[src/rtl/program_loader.sv]
// program_loader
//   Boot-time loader that receives a program image over an 8N1 UART line,
//   packs byte pairs (high byte first) into 16-bit instruction words and
//   writes them sequentially into the instruction memory. The CPU core is
//   held in reset until the whole image has been written.
//
//   Image format: length byte L (1..DEPTH words), then 2*L data bytes.
//
// Ports
//   clk0        system clock, rising edge
//   reset       asynchronous active-high reset
//   uart_rx     serial input, idle high, asynchronous to clk0
//   imem_web0   instruction memory write enable, active-low (one cycle/word)
//   imem_addr0  instruction memory write address
//   imem_din0   instruction word being written
//   core_reset  active-high reset to the CPU core, released when load is done
//   load_done   high once the full image has been written
//   frame_err   sticky flag: bad stop bit or illegal length byte seen
module program_loader #(
  parameter int unsigned CLKS_PER_BIT = 868,
  parameter int unsigned DEPTH        = 64,
  parameter int unsigned ADDR_W       = 6
) (
  input  logic              clk0,
  input  logic              reset,
  input  logic              uart_rx,
  output logic              imem_web0,
  output logic [ADDR_W-1:0] imem_addr0,
  output logic [15:0]       imem_din0,
  output logic              core_reset,
  output logic              load_done,
  output logic              frame_err
);

  localparam int unsigned CNT_W = $clog2(CLKS_PER_BIT);
  localparam int unsigned WC_W  = ADDR_W + 1;

  localparam logic [CNT_W-1:0]  HALF_M1 = CNT_W'(CLKS_PER_BIT / 2 - 1);
  localparam logic [CNT_W-1:0]  FULL_M1 = CNT_W'(CLKS_PER_BIT - 1);
  localparam logic [CNT_W-1:0]  CNT_ONE = CNT_W'(1);
  localparam logic [WC_W-1:0]   WC_ONE  = WC_W'(1);
  localparam logic [ADDR_W-1:0] ADR_ONE = ADDR_W'(1);

  typedef enum logic [1:0] {
    RX_IDLE,
    RX_START,
    RX_DATA,
    RX_STOP
  } rx_state_t;

  typedef enum logic [2:0] {
    WAIT_LEN,
    WAIT_HI,
    WAIT_LO,
    WRITE,
    DONE
  } ld_state_t;

  // Synchronizer and receiver state
  logic              rx_meta_q, rx_sync_q, rx_prev_q;
  rx_state_t         rx_state_q, rx_state_d;
  logic [CNT_W-1:0]  rx_cnt_q, rx_cnt_d;
  logic [2:0]        bit_idx_q, bit_idx_d;
  logic [7:0]        shift_q, shift_d;
  logic              byte_valid_q, byte_valid_d;

  // Loader state
  ld_state_t         ld_state_q, ld_state_d;
  logic [WC_W-1:0]   len_q, len_d;
  logic [WC_W-1:0]   word_cnt_q, word_cnt_d;
  logic              web_q, web_d;
  logic [ADDR_W-1:0] addr_q, addr_d;
  logic [15:0]       din_q, din_d;
  logic              core_reset_q, core_reset_d;
  logic              load_done_q, load_done_d;
  logic              frame_err_q, frame_err_d;

  logic [WC_W-1:0]   word_cnt_inc;

  assign word_cnt_inc = word_cnt_q + WC_ONE;

  always_comb begin
    rx_state_d   = rx_state_q;
    rx_cnt_d     = rx_cnt_q;
    bit_idx_d    = bit_idx_q;
    shift_d      = shift_q;
    byte_valid_d = 1'b0;
    ld_state_d   = ld_state_q;
    len_d        = len_q;
    word_cnt_d   = word_cnt_q;
    web_d        = 1'b1;
    addr_d       = addr_q;
    din_d        = din_q;
    core_reset_d = core_reset_q;
    load_done_d  = load_done_q;
    frame_err_d  = frame_err_q;

    // UART receiver
    unique case (rx_state_q)
      RX_IDLE: begin
        // Edge detect rather than level: a line held low after a bad stop
        // bit must not restart reception.
        if (rx_prev_q && !rx_sync_q) begin
          rx_state_d = RX_START;
          rx_cnt_d   = '0;
        end
      end
      RX_START: begin
        if (rx_cnt_q == HALF_M1) begin
          rx_cnt_d  = '0;
          bit_idx_d = '0;
          rx_state_d = rx_sync_q ? RX_IDLE : RX_DATA;
        end else begin
          rx_cnt_d = rx_cnt_q + CNT_ONE;
        end
      end
      RX_DATA: begin
        if (rx_cnt_q == FULL_M1) begin
          rx_cnt_d = '0;
          shift_d  = {rx_sync_q, shift_q[7:1]};
          if (bit_idx_q == 3'd7) begin
            rx_state_d = RX_STOP;
          end else begin
            bit_idx_d = bit_idx_q + 3'd1;
          end
        end else begin
          rx_cnt_d = rx_cnt_q + CNT_ONE;
        end
      end
      RX_STOP: begin
        if (rx_cnt_q == FULL_M1) begin
          rx_cnt_d   = '0;
          rx_state_d = RX_IDLE;
          if (rx_sync_q) begin
            byte_valid_d = 1'b1;
          end else if (ld_state_q != DONE) begin
            frame_err_d = 1'b1;
          end
        end else begin
          rx_cnt_d = rx_cnt_q + CNT_ONE;
        end
      end
      default: rx_state_d = RX_IDLE;
    endcase

    // Image loader; shift_q holds the received byte while byte_valid_q is high
    unique case (ld_state_q)
      WAIT_LEN: begin
        if (byte_valid_q) begin
          if (32'(shift_q) >= 32'd1 && 32'(shift_q) <= DEPTH) begin
            len_d      = WC_W'(shift_q);
            word_cnt_d = '0;
            ld_state_d = WAIT_HI;
          end else begin
            frame_err_d = 1'b1;
          end
        end
      end
      WAIT_HI: begin
        if (byte_valid_q) begin
          din_d[15:8] = shift_q;
          ld_state_d  = WAIT_LO;
        end
      end
      WAIT_LO: begin
        if (byte_valid_q) begin
          din_d[7:0] = shift_q;
          web_d      = 1'b0;
          ld_state_d = WRITE;
        end
      end
      WRITE: begin
        addr_d     = addr_q + ADR_ONE;
        word_cnt_d = word_cnt_inc;
        if (word_cnt_inc == len_q) begin
          ld_state_d   = DONE;
          core_reset_d = 1'b0;
          load_done_d  = 1'b1;
        end else begin
          ld_state_d = WAIT_HI;
        end
      end
      DONE: begin
      end
      default: ld_state_d = WAIT_LEN;
    endcase
  end

  always_ff @(posedge clk0 or posedge reset) begin
    if (reset) begin
      rx_meta_q    <= 1'b1;
      rx_sync_q    <= 1'b1;
      rx_prev_q    <= 1'b1;
      rx_state_q   <= RX_IDLE;
      rx_cnt_q     <= '0;
      bit_idx_q    <= '0;
      shift_q      <= '0;
      byte_valid_q <= 1'b0;
      ld_state_q   <= WAIT_LEN;
      len_q        <= '0;
      word_cnt_q   <= '0;
      web_q        <= 1'b1;
      addr_q       <= '0;
      din_q        <= '0;
      core_reset_q <= 1'b1;
      load_done_q  <= 1'b0;
      frame_err_q  <= 1'b0;
    end else begin
      rx_meta_q    <= uart_rx;
      rx_sync_q    <= rx_meta_q;
      rx_prev_q    <= rx_sync_q;
      rx_state_q   <= rx_state_d;
      rx_cnt_q     <= rx_cnt_d;
      bit_idx_q    <= bit_idx_d;
      shift_q      <= shift_d;
      byte_valid_q <= byte_valid_d;
      ld_state_q   <= ld_state_d;
      len_q        <= len_d;
      word_cnt_q   <= word_cnt_d;
      web_q        <= web_d;
      addr_q       <= addr_d;
      din_q        <= din_d;
      core_reset_q <= core_reset_d;
      load_done_q  <= load_done_d;
      frame_err_q  <= frame_err_d;
    end
  end

  assign imem_web0  = web_q;
  assign imem_addr0 = addr_q;
  assign imem_din0  = din_q;
  assign core_reset = core_reset_q;
  assign load_done  = load_done_q;
  assign frame_err  = frame_err_q;

endmodule

[config.mk]
export PLATFORM = sky130hd
export DESIGN_NAME = program_loader
export DESIGN_NICKNAME = d
export VERILOG_FILES = /design/src/rtl/program_loader.sv
export SDC_FILE = /design/constraint.sdc
export NUM_CORES = 1
export LEC_CHECK = 0
export BUFFER_PORTS_ARGS = -buffer_cell sky130_fd_sc_hd__buf_2
export CELL_PAD_IN_SITES_DETAIL_PLACEMENT = 2
export CELL_PAD_IN_SITES_GLOBAL_PLACEMENT = 2
export CORE_UTILIZATION = 43
export CTS_CLUSTER_DIAMETER = 200
export DETAILED_ROUTE_END_ITERATION = 10
export PLACE_DENSITY_LB_ADDON = 0.1
export SYNTH_ARGS = -nofsm -noshare
export SYNTH_HDL_FRONTEND = slang
export SYNTH_SLANG_ARGS = --single-unit
export TNS_END_PERCENT = 100
[constraint.sdc]
create_clock -name clk0 -period 3.1 [get_ports clk0]
set_input_delay 0.465 -clock clk0 [delete_from_list [all_inputs] [get_ports clk0]]
set_output_delay 0.465 -clock clk0 [all_outputs]
set_load 0.05 [all_outputs]
==> summary.md, run 1 <==
| Metric | Value |
|---|---|
| Status | `finished clean` |
| DR pass1 iterations | `4` |
| H-tree levels | `3` |
| Post-CTS Repair Setup Buffers | `0` |
| Starting Density | `0.447` |
| Slew @ Worst Pin | `894 ps` |
| Die Width | `89.0 um` |
| Drt wl/cell | `between 15 and 20 um` |
| Flop-to-flop setup slack | `630 ps` |
| Placed inst area | `0.00352 sq mm` |
| Max Clock Skew | `roughly 14 ps` |
| CTS Hold Bufs | `0` |
| Die Height | `89.0 um` |
| Core Util, Final | `0.509` |
| Post-route cell area | `0.00371 sq mm` |
| Syn Inst Count | `281` |
| Final cell count without fillers | `421` |
| Placed Cells | `slightly above 400` |
| Routed vias/inst | `5.60` |
| CTS-repair resized insts | `0` |
| Synth async-reset ratio | `1.00` |
| #FFs+latches synth | `70` |
| Hold Vio Cnt, Final | `0` |
| Leakage | `1.81 nW` |
| Core ar. | `around 0.0073 sq mm` |
| Max-Slew Margin vs Limit | `0.402` |
| Max stage delay on crit path | `560 ps` |
| Crit end category | `flip-flop` |
| Layout area overhead | `13.9%` |
| Fill cell count | `roughly 800` |
| Gpl congestion | `0.789` |
| Largest net degree at the start of global routing | `28` |
| Worst path cell trace | `ha_1 > nand4b_1 > or4_4 > a21oi_2 > o21ai_0 > a21o_1` |
| Antenna violations before repair | `0` |
| Setup TNS | `0 ps` |
| Worst r2r src | `rx_cnt_q[0]` |
| Remaining Overflow, GRT | `0` |
| Antenna-violating nets left | `0` |
| Dominant cell type by area after synthesis | `dfrtp_1` |
| Maximum VDD drop | `0.334 mV` |
| Fin nets | `326` |
| Min Tclk post-route | `about 2500 ps` |
| Slew Viols, Final | `0` |
| Critical path class | `flip-flop to flip-flop` |
| Antenna diode count | `0` |
| Post-DP HPWL | `5360 um` |
| Syn nets | `290` |
| P_sw | `563 uW` |
| Reg2Reg Depth | `6` |
| Max cap viols | `0` |
| Port bufs | `28` |
| Maximum root-to-sink buffer count | `2` |
| Post-synth cell types | `51` |
| Fmax achieved | `405 MHz` |
| Clk sinks | `70` |
| Fin worst setup slack | `between 600 and 700 ps` |
| 1st-iter DRT viols | `42` |
| Reg2reg end | `rx_cnt_q[7]` |
| Number of global-route vias before repair | `2,506` |
| Post-Route WL | `between 7000 and 8000 um` |
| Worst-Skew Late Latency | `between 300 and 400 ps` |
| TritonCTS clock tree | `yes` |
| First-pass GRT wire length | `13,000 um` |
| Pwr/cell area | `513 mW/mm^2` |
| Primary FF master, synth | `dfrtp_1` |
| CTS root buffer | `clkbuf_8` |
| Switching Share | `0.296` |
| Hold slack | `184 ps` |
| Top delay family on crit path | `compound AO/OA/AOI/OAI gates` |
| Cts bufs inserted | `9` |
| Ys Warns | `0` |
| Reg power frac | `0.531` |
| Crit path max-delay cell type | `or4_4` |
| Tcrit/Tclk final | `0.796` |
| # DRC | `0` |
| Synth top area share | `0.499` |
| Final setup viols | `0` |
| Internal power | `1.34 mW` |
| Area of the mapped netlist | `0.00326 sq mm` |
| Top cells by area, synth | `dfrtp_1 (50%), mux2_2 (11%), dfstp_2 (4.0%)` |
| CP max FO | `16` |
| EDFF count, synth | `0` |
| Tightest Hold Check Type | `primary input to async pin` |
| Register area share after synthesis | `0.540` |
| Mapped Avg Cell Area | `~12 sq um` |
| Pwr Total | `between 1.5 and 2 mW` |
| Comb power frac | `0.093` |
| Die ar. | `0.00793 sq mm` |
| Clock slew at reported path FFs | `90 ps` |
| RSZ-0062 raised after global routing | `false` |
| WP data arrival | `2720 ps` |
| Buffer and inverter count on the worst path | `0` |
| Pre-CTS setup slack | `691 ps` |
| Setup crit start kind | `flip-flop` |
| Clock group share of total power | `0.375` |
| Via count | `around 2,400` |
| Row count | `31` |
| Total track usage | `0.224` |
| Worst Path Required | `3350 ps` |
| Top-level port count | `29` |
| Fraction of layout cells with a size suffix above 1 | `0.304` |
-- worst max-delay path by stage --
stage                      from  slack [ps]  cells past startpoint          end
CTS                 rx_cnt_q[0]         620                      6  rx_cnt_q[7]
global route        rx_cnt_q[0]         440                      6  rx_cnt_q[6]
finish              rx_cnt_q[0]         630                      6  rx_cnt_q[7]
floorplan                 reset         880                      1    async pin
global placement    rx_cnt_q[0]         810                      6  rx_cnt_q[4]
detailed placement  rx_cnt_q[0]         690                      6  rx_cnt_q[7]
-- cell families after synthesis --
| logic type | after synthesis | synth area share |
|---|---|---|
| xor+xnor | 17 | 0.0499 |
| simple gates | 90 | 0.155 |
| fa+ha+maj | 6 | 0.0230 |
| buf+inv | 20 | 0.0257 |
| mux | 33 | 0.114 |
| flops | 70 | 0.540 |
| compound gates | 45 | 0.0930 |
-- layout by cell type (no fill, tap or decap), drive strengths merged, types with 3 or more instances in the layout --
master / synthesis / routed
a21o: 9 / 9
a21oi: 6 / 6
and3: 4 / 4
and4: 4 / 4
buf: 2 / 34
clkbuf: 7 / 9
dfrtp: 65 / 65
dfstp: 5 / 5
ha: 6 / 6
inv: 11 / 16
mux2: 32 / 32
nand2: 21 / 21
nand2b: 3 / 3
nand3: 18 / 18
nand3b: 3 / 3
nand4: 3 / 3
nor2: 9 / 9
nor3: 4 / 4
nor3b: 6 / 6
nor4: 6 / 6
o21ai: 13 / 13
o221ai: 3 / 3
o22ai: 4 / 4
or3: 3 / 3
xnor2: 12 / 12
xor2: 4 / 4
-- layout make-up --
class                           count  area [sq um]  share of cell area
Timing Repair Buffer               34           185              0.0499
Tap cell                           99           124              0.0334
Multi-Input combinational cell    191          1420               0.382
Inverter                           11          41.3              0.0111
Sequential cell                    70          1760               0.474
Clock buffer                        9           124              0.0334
Clock inverter                      7          61.3              0.0165
-- sequential cells by signal (all words and copies together), names as in the netlist, named ones only --
| register | cells |
|---|---|
| imem_web0 | 1 |
| imem_addr0 | 6 |
| frame_err | 1 |
| len_q | 7 |
| imem_din0 | 16 |
| rx_meta_q | 1 |
| shift_q | 8 |
| rx_prev_q | 1 |
| bit_idx_q | 3 |
| load_done | 1 |
| rx_state_q | 1 |
| byte_valid_q | 1 |
| ld_state_q | 3 |
| rx_cnt_q | 10 |
| rx_sync_q | 1 |
| word_cnt_q | 7 |
| core_reset | 1 |
-- cells in the mapped netlist (all sizes together) (3+ instances only) --
master / count
a21o: 9
a21oi: 6
and3: 4
and4: 4
clkbuf: 7
dfrtp: 65
dfstp: 5
ha: 6
inv: 11
mux2: 32
nand2: 21
nand2b: 3
nand3: 18
nand3b: 3
nand4: 3
nor2: 9
nor3: 4
nor3b: 6
nor4: 6
o21ai: 13
o221ai: 3
o22ai: 4
or3: 3
xnor2: 12
xor2: 4
-- power groups by stage --
stage / logic (mW) / registers, mW / clock network (mW)
floorplan: 0.139 / 1.01 / 0
global placement: 0.163 / 1.02 / 0
detailed placement: 0.175 / 1.03 / 0
CTS: 0.180 / 1.01 / 0.732
global route: 0.198 / 1.02 / 0.764
finish: 0.177 / 1.01 / 0.714
-- routing by layer --
layer	global-route usage	wire, um	vias up
met5	0	0	-
met1	0.298	3810	1222
met3	0.0360	161	13
met2	0.368	3870	30
met4	0.0924	161	0
li1	-	-	1091
(Power assumes the default switching activity.)
==> run 2: changes to the inputs <==
Settings changed: ABC_AREA set to 1, CORE_UTILIZATION 43 to 36.
Clock period 3.1 ns to 2.4 ns, I/O delays scaled along.
==> summary.md, run 2 <==
| Metric | Value |
|---|---|
| Post-CTS Repair Setup Buffers | `0` |
| Post-DP HPWL | `6030 um` |
| Status | `finished clean` |
| Max stage delay on crit path | `420 ps` |
| Reg power frac | `0.454` |
| Min Tclk post-route | `1790 ps` |
| Clk sinks | `70` |
| Antenna violations before repair | `0` |
| Max-Slew Margin vs Limit | `0.597` |
| Clock group share of total power | `0.407` |
| Core Util, Final | `0.442` |
| Antenna diode count | `0` |
| Row count | `33` |
| Post-synth cell types | `30` |
| Starting Density | `0.379` |
| Critical path class | `flip-flop to flip-flop` |
| Gpl congestion | `about 0.75` |
| Final setup viols | `0` |
| Leakage | `1.74 nW` |
| DR pass1 iterations | `4` |
| Tightest Hold Check Type | `primary input to async pin` |
| Number of global-route vias before repair | `2,849` |
| Most frequent cells in the layout | `nand2_1 (93), dfrtp_1 (65), o21ai_0 (46)` |
| P_sw | `832 uW` |
| Remaining Overflow, GRT | `0` |
| Top-level port count | `29` |
| Synth top area share | `0.512` |
| Syn nets | `372` |
| Hold Vio Cnt, Final | `0` |
| Pwr/cell area | `approximately 780 mW/mm^2` |
| CTS root buffer | `clkbuf_8` |
| Syn Inst Count | `363` |
| Most frequent cells after synthesis | `nand2_1 (93), dfrtp_1 (65), o21ai_0 (46)` |
| Switching Share | `0.289` |
| Buffer and inverter count on the worst path | `1` |
| Worst Path Required | `between 2000 and 3000 ps` |
| Routed vias/inst | `5.11` |
| CP startpoint | `rx_cnt_q[0]` |
| Slew Viols, Final | `0` |
| Largest net degree at the start of global routing | `71` |
| CTS-repair resized insts | `0` |
| RSZ-0062 raised after global routing | `false` |
| Comb power frac | `0.139` |
| CTS Hold Bufs | `0` |
| Clock slew at reported path FFs | `80 ps` |
| First-pass GRT wire length | `around 14,000 um` |
| Worst r2r src | `rx_cnt_q[0]` |
| EDFF count, synth | `0` |
| Total track usage | `0.211` |
| Top delay family on crit path | `simple AND/OR/NAND/NOR gates` |
| Die ar. | `0.00920 sq mm` |
| Most frequent cell after synthesis | `nand2_1` |
| 1st-iter DRT viols | `79` |
| #FFs+latches synth | `70` |
| Drt wl/cell | `16.5 um` |
| Crit path max-delay cell type | `dfrtp_1` |
| Max FFs per register | `16` |
| Crit end category | `flip-flop` |
| Worst path cell trace | `ha_1 > nand3_1 > nor3_4 > nand3_2 > nand2_1 > nand2_2 > inv_1 > o21ai_0` |
| Maximum root-to-sink buffer count | `2` |
| Primary FF master, synth | `dfrtp_1` |
| Register area share after synthesis | `0.554` |
| Top cells by area, synth | `dfrtp_1 (51%), nand2_1 (11%), o21ai_0 (7.2%)` |
| Ys Warns | `0` |
| Antenna-violating nets left | `0` |
| Setup TNS | `0 ps` |
| Fmax achieved | `558 MHz` |
| Slew @ Worst Pin | `603 ps` |
| Area of the mapped netlist | `0.00318 sq mm` |
| Max cap viols | `0` |
| H-tree levels | `3` |
| Fill cell count | `962` |
| Port bufs | `28` |
| Worst-Skew Late Latency | `350 ps` |
| Synth async-reset ratio | `1.00` |
| TritonCTS clock tree | `yes` |
| Die Height | `95.9 um` |
| Fraction of layout cells with a size suffix above 1 | `0.156` |
| Core ar. | `0.00838 sq mm` |
| Commonest non-fill, non-tap cell in the layout | `nand2_1` |
| Fin nets | `409` |
| Maximum VDD drop | `0.362 mV` |
| Cts bufs inserted | `9` |
| Setup crit start kind | `flip-flop` |
| Tcrit/Tclk final | `0.746` |
| Post-Route WL | `between 8000 and 9000 um` |
| Max Clock Skew | `8.84 ps` |
| Die Width | `between 90 and 100 um` |
| Layout area overhead | `16.7%` |
| Internal power | `2.05 mW` |
| Via count | `2,605` |
| # DRC | `0` |
| Mapped Avg Cell Area | `approximately 8.7 sq um` |
| WP data arrival | `roughly 2000 ps` |
| CP max FO | `8` |
| Pwr Total | `2.88 mW` |
| Dominant cell type by area after synthesis | `dfrtp_1` |
==> run 2: changes by cell type in the layout (fill, tap and decap cells not counted), sizes merged, moves of 4 or more <==
cell	previous run	this run
o21ai	13	53
nor4	6	1
mux2	32	0
nand2	21	95
nor2	9	27
and3	4	0
inv	16	40
xnor2	12	6
a21o	9	0
and4	4	0
o22ai	4	9
nor3b	6	0
nand3	18	27
==> run 2: metal layers <==
layer,GRT usage,wire (um)
met4,0.0597,87
met5,0,0
met1,0.292,4130
met3,0.0521,238
met2,0.328,3970
==> run 2: final timing paths <==
check | end | slack [ps] | cells past startpoint
max | rx_cnt_q[5] | 610 | 8
min | imem_din0[0] | 70 | 3
max reg2reg | rx_cnt_q[5] | 610 | 8
min reg2reg | rx_sync_q | 360 | 0
max in group asynchronous | core_reset | 1980 | 3
min in group clk0 | rx_meta_q | 110 | 1
==> run 2: kinds of logic (layout without fill, tap and decap cells) <==
logic type | after synthesis | count (layout) | share of synthesized area
compound gates | 71 | 71 | 0.120
xor+xnor | 10 | 10 | 0.0276
fa+ha+maj | 6 | 6 | 0.0236
buf+inv | 45 | 87 | 0.0540
flops | 70 | 70 | 0.554
simple gates | 161 | 161 | 0.221
==> run 2: final cells by class <==
class                   count  area [sq um]  area share
well taps                 105           131      0.0354
clock buffers               9           124      0.0334
flip-flops and latches     70          1760       0.474
multi-input cells         248          1250       0.336
clock inverters             7           123      0.0331
repair buffers             31           175      0.0472
inverters                  40           150      0.0405
==> run 2: per-stage QoR <==
step	hold WS (ps)	setup slack (ps)	cell area [sq um]	instances
after floorplan	345	280	3180	363
after global placement	345	744	3460	494
after global routing	83.4	348	3710	510
after detailed placement	347	610	3460	494
after CTS	82.5	588	3710	510
final	74.0	609	3710	510
==> run 2: power groups by stage <==
stage | clock network (mW) | registers, mW | logic (mW)
floorplan | 0 | 1.31 | 0.298
global placement | 0 | 1.33 | 0.389
detailed placement | 0 | 1.33 | 0.403
CTS | 1.22 | 1.31 | 0.411
global route | 1.27 | 1.32 | 0.467
finish | 1.17 | 1.31 | 0.402
==> run 2: worst register-to-register path, delay by kind of cell, from the launching register on <==
| family | cells | cell delay (ps) |
|---|---|---|
| AO/OA/AOI/OAI | 1 | 100 |
| flip-flops | 1 | 420 |
| buffers and inverters | 1 | 170 |
| AND/OR/NAND/NOR | 5 | 750 |
| adder cells (fa/ha/maj) | 1 | 250 |
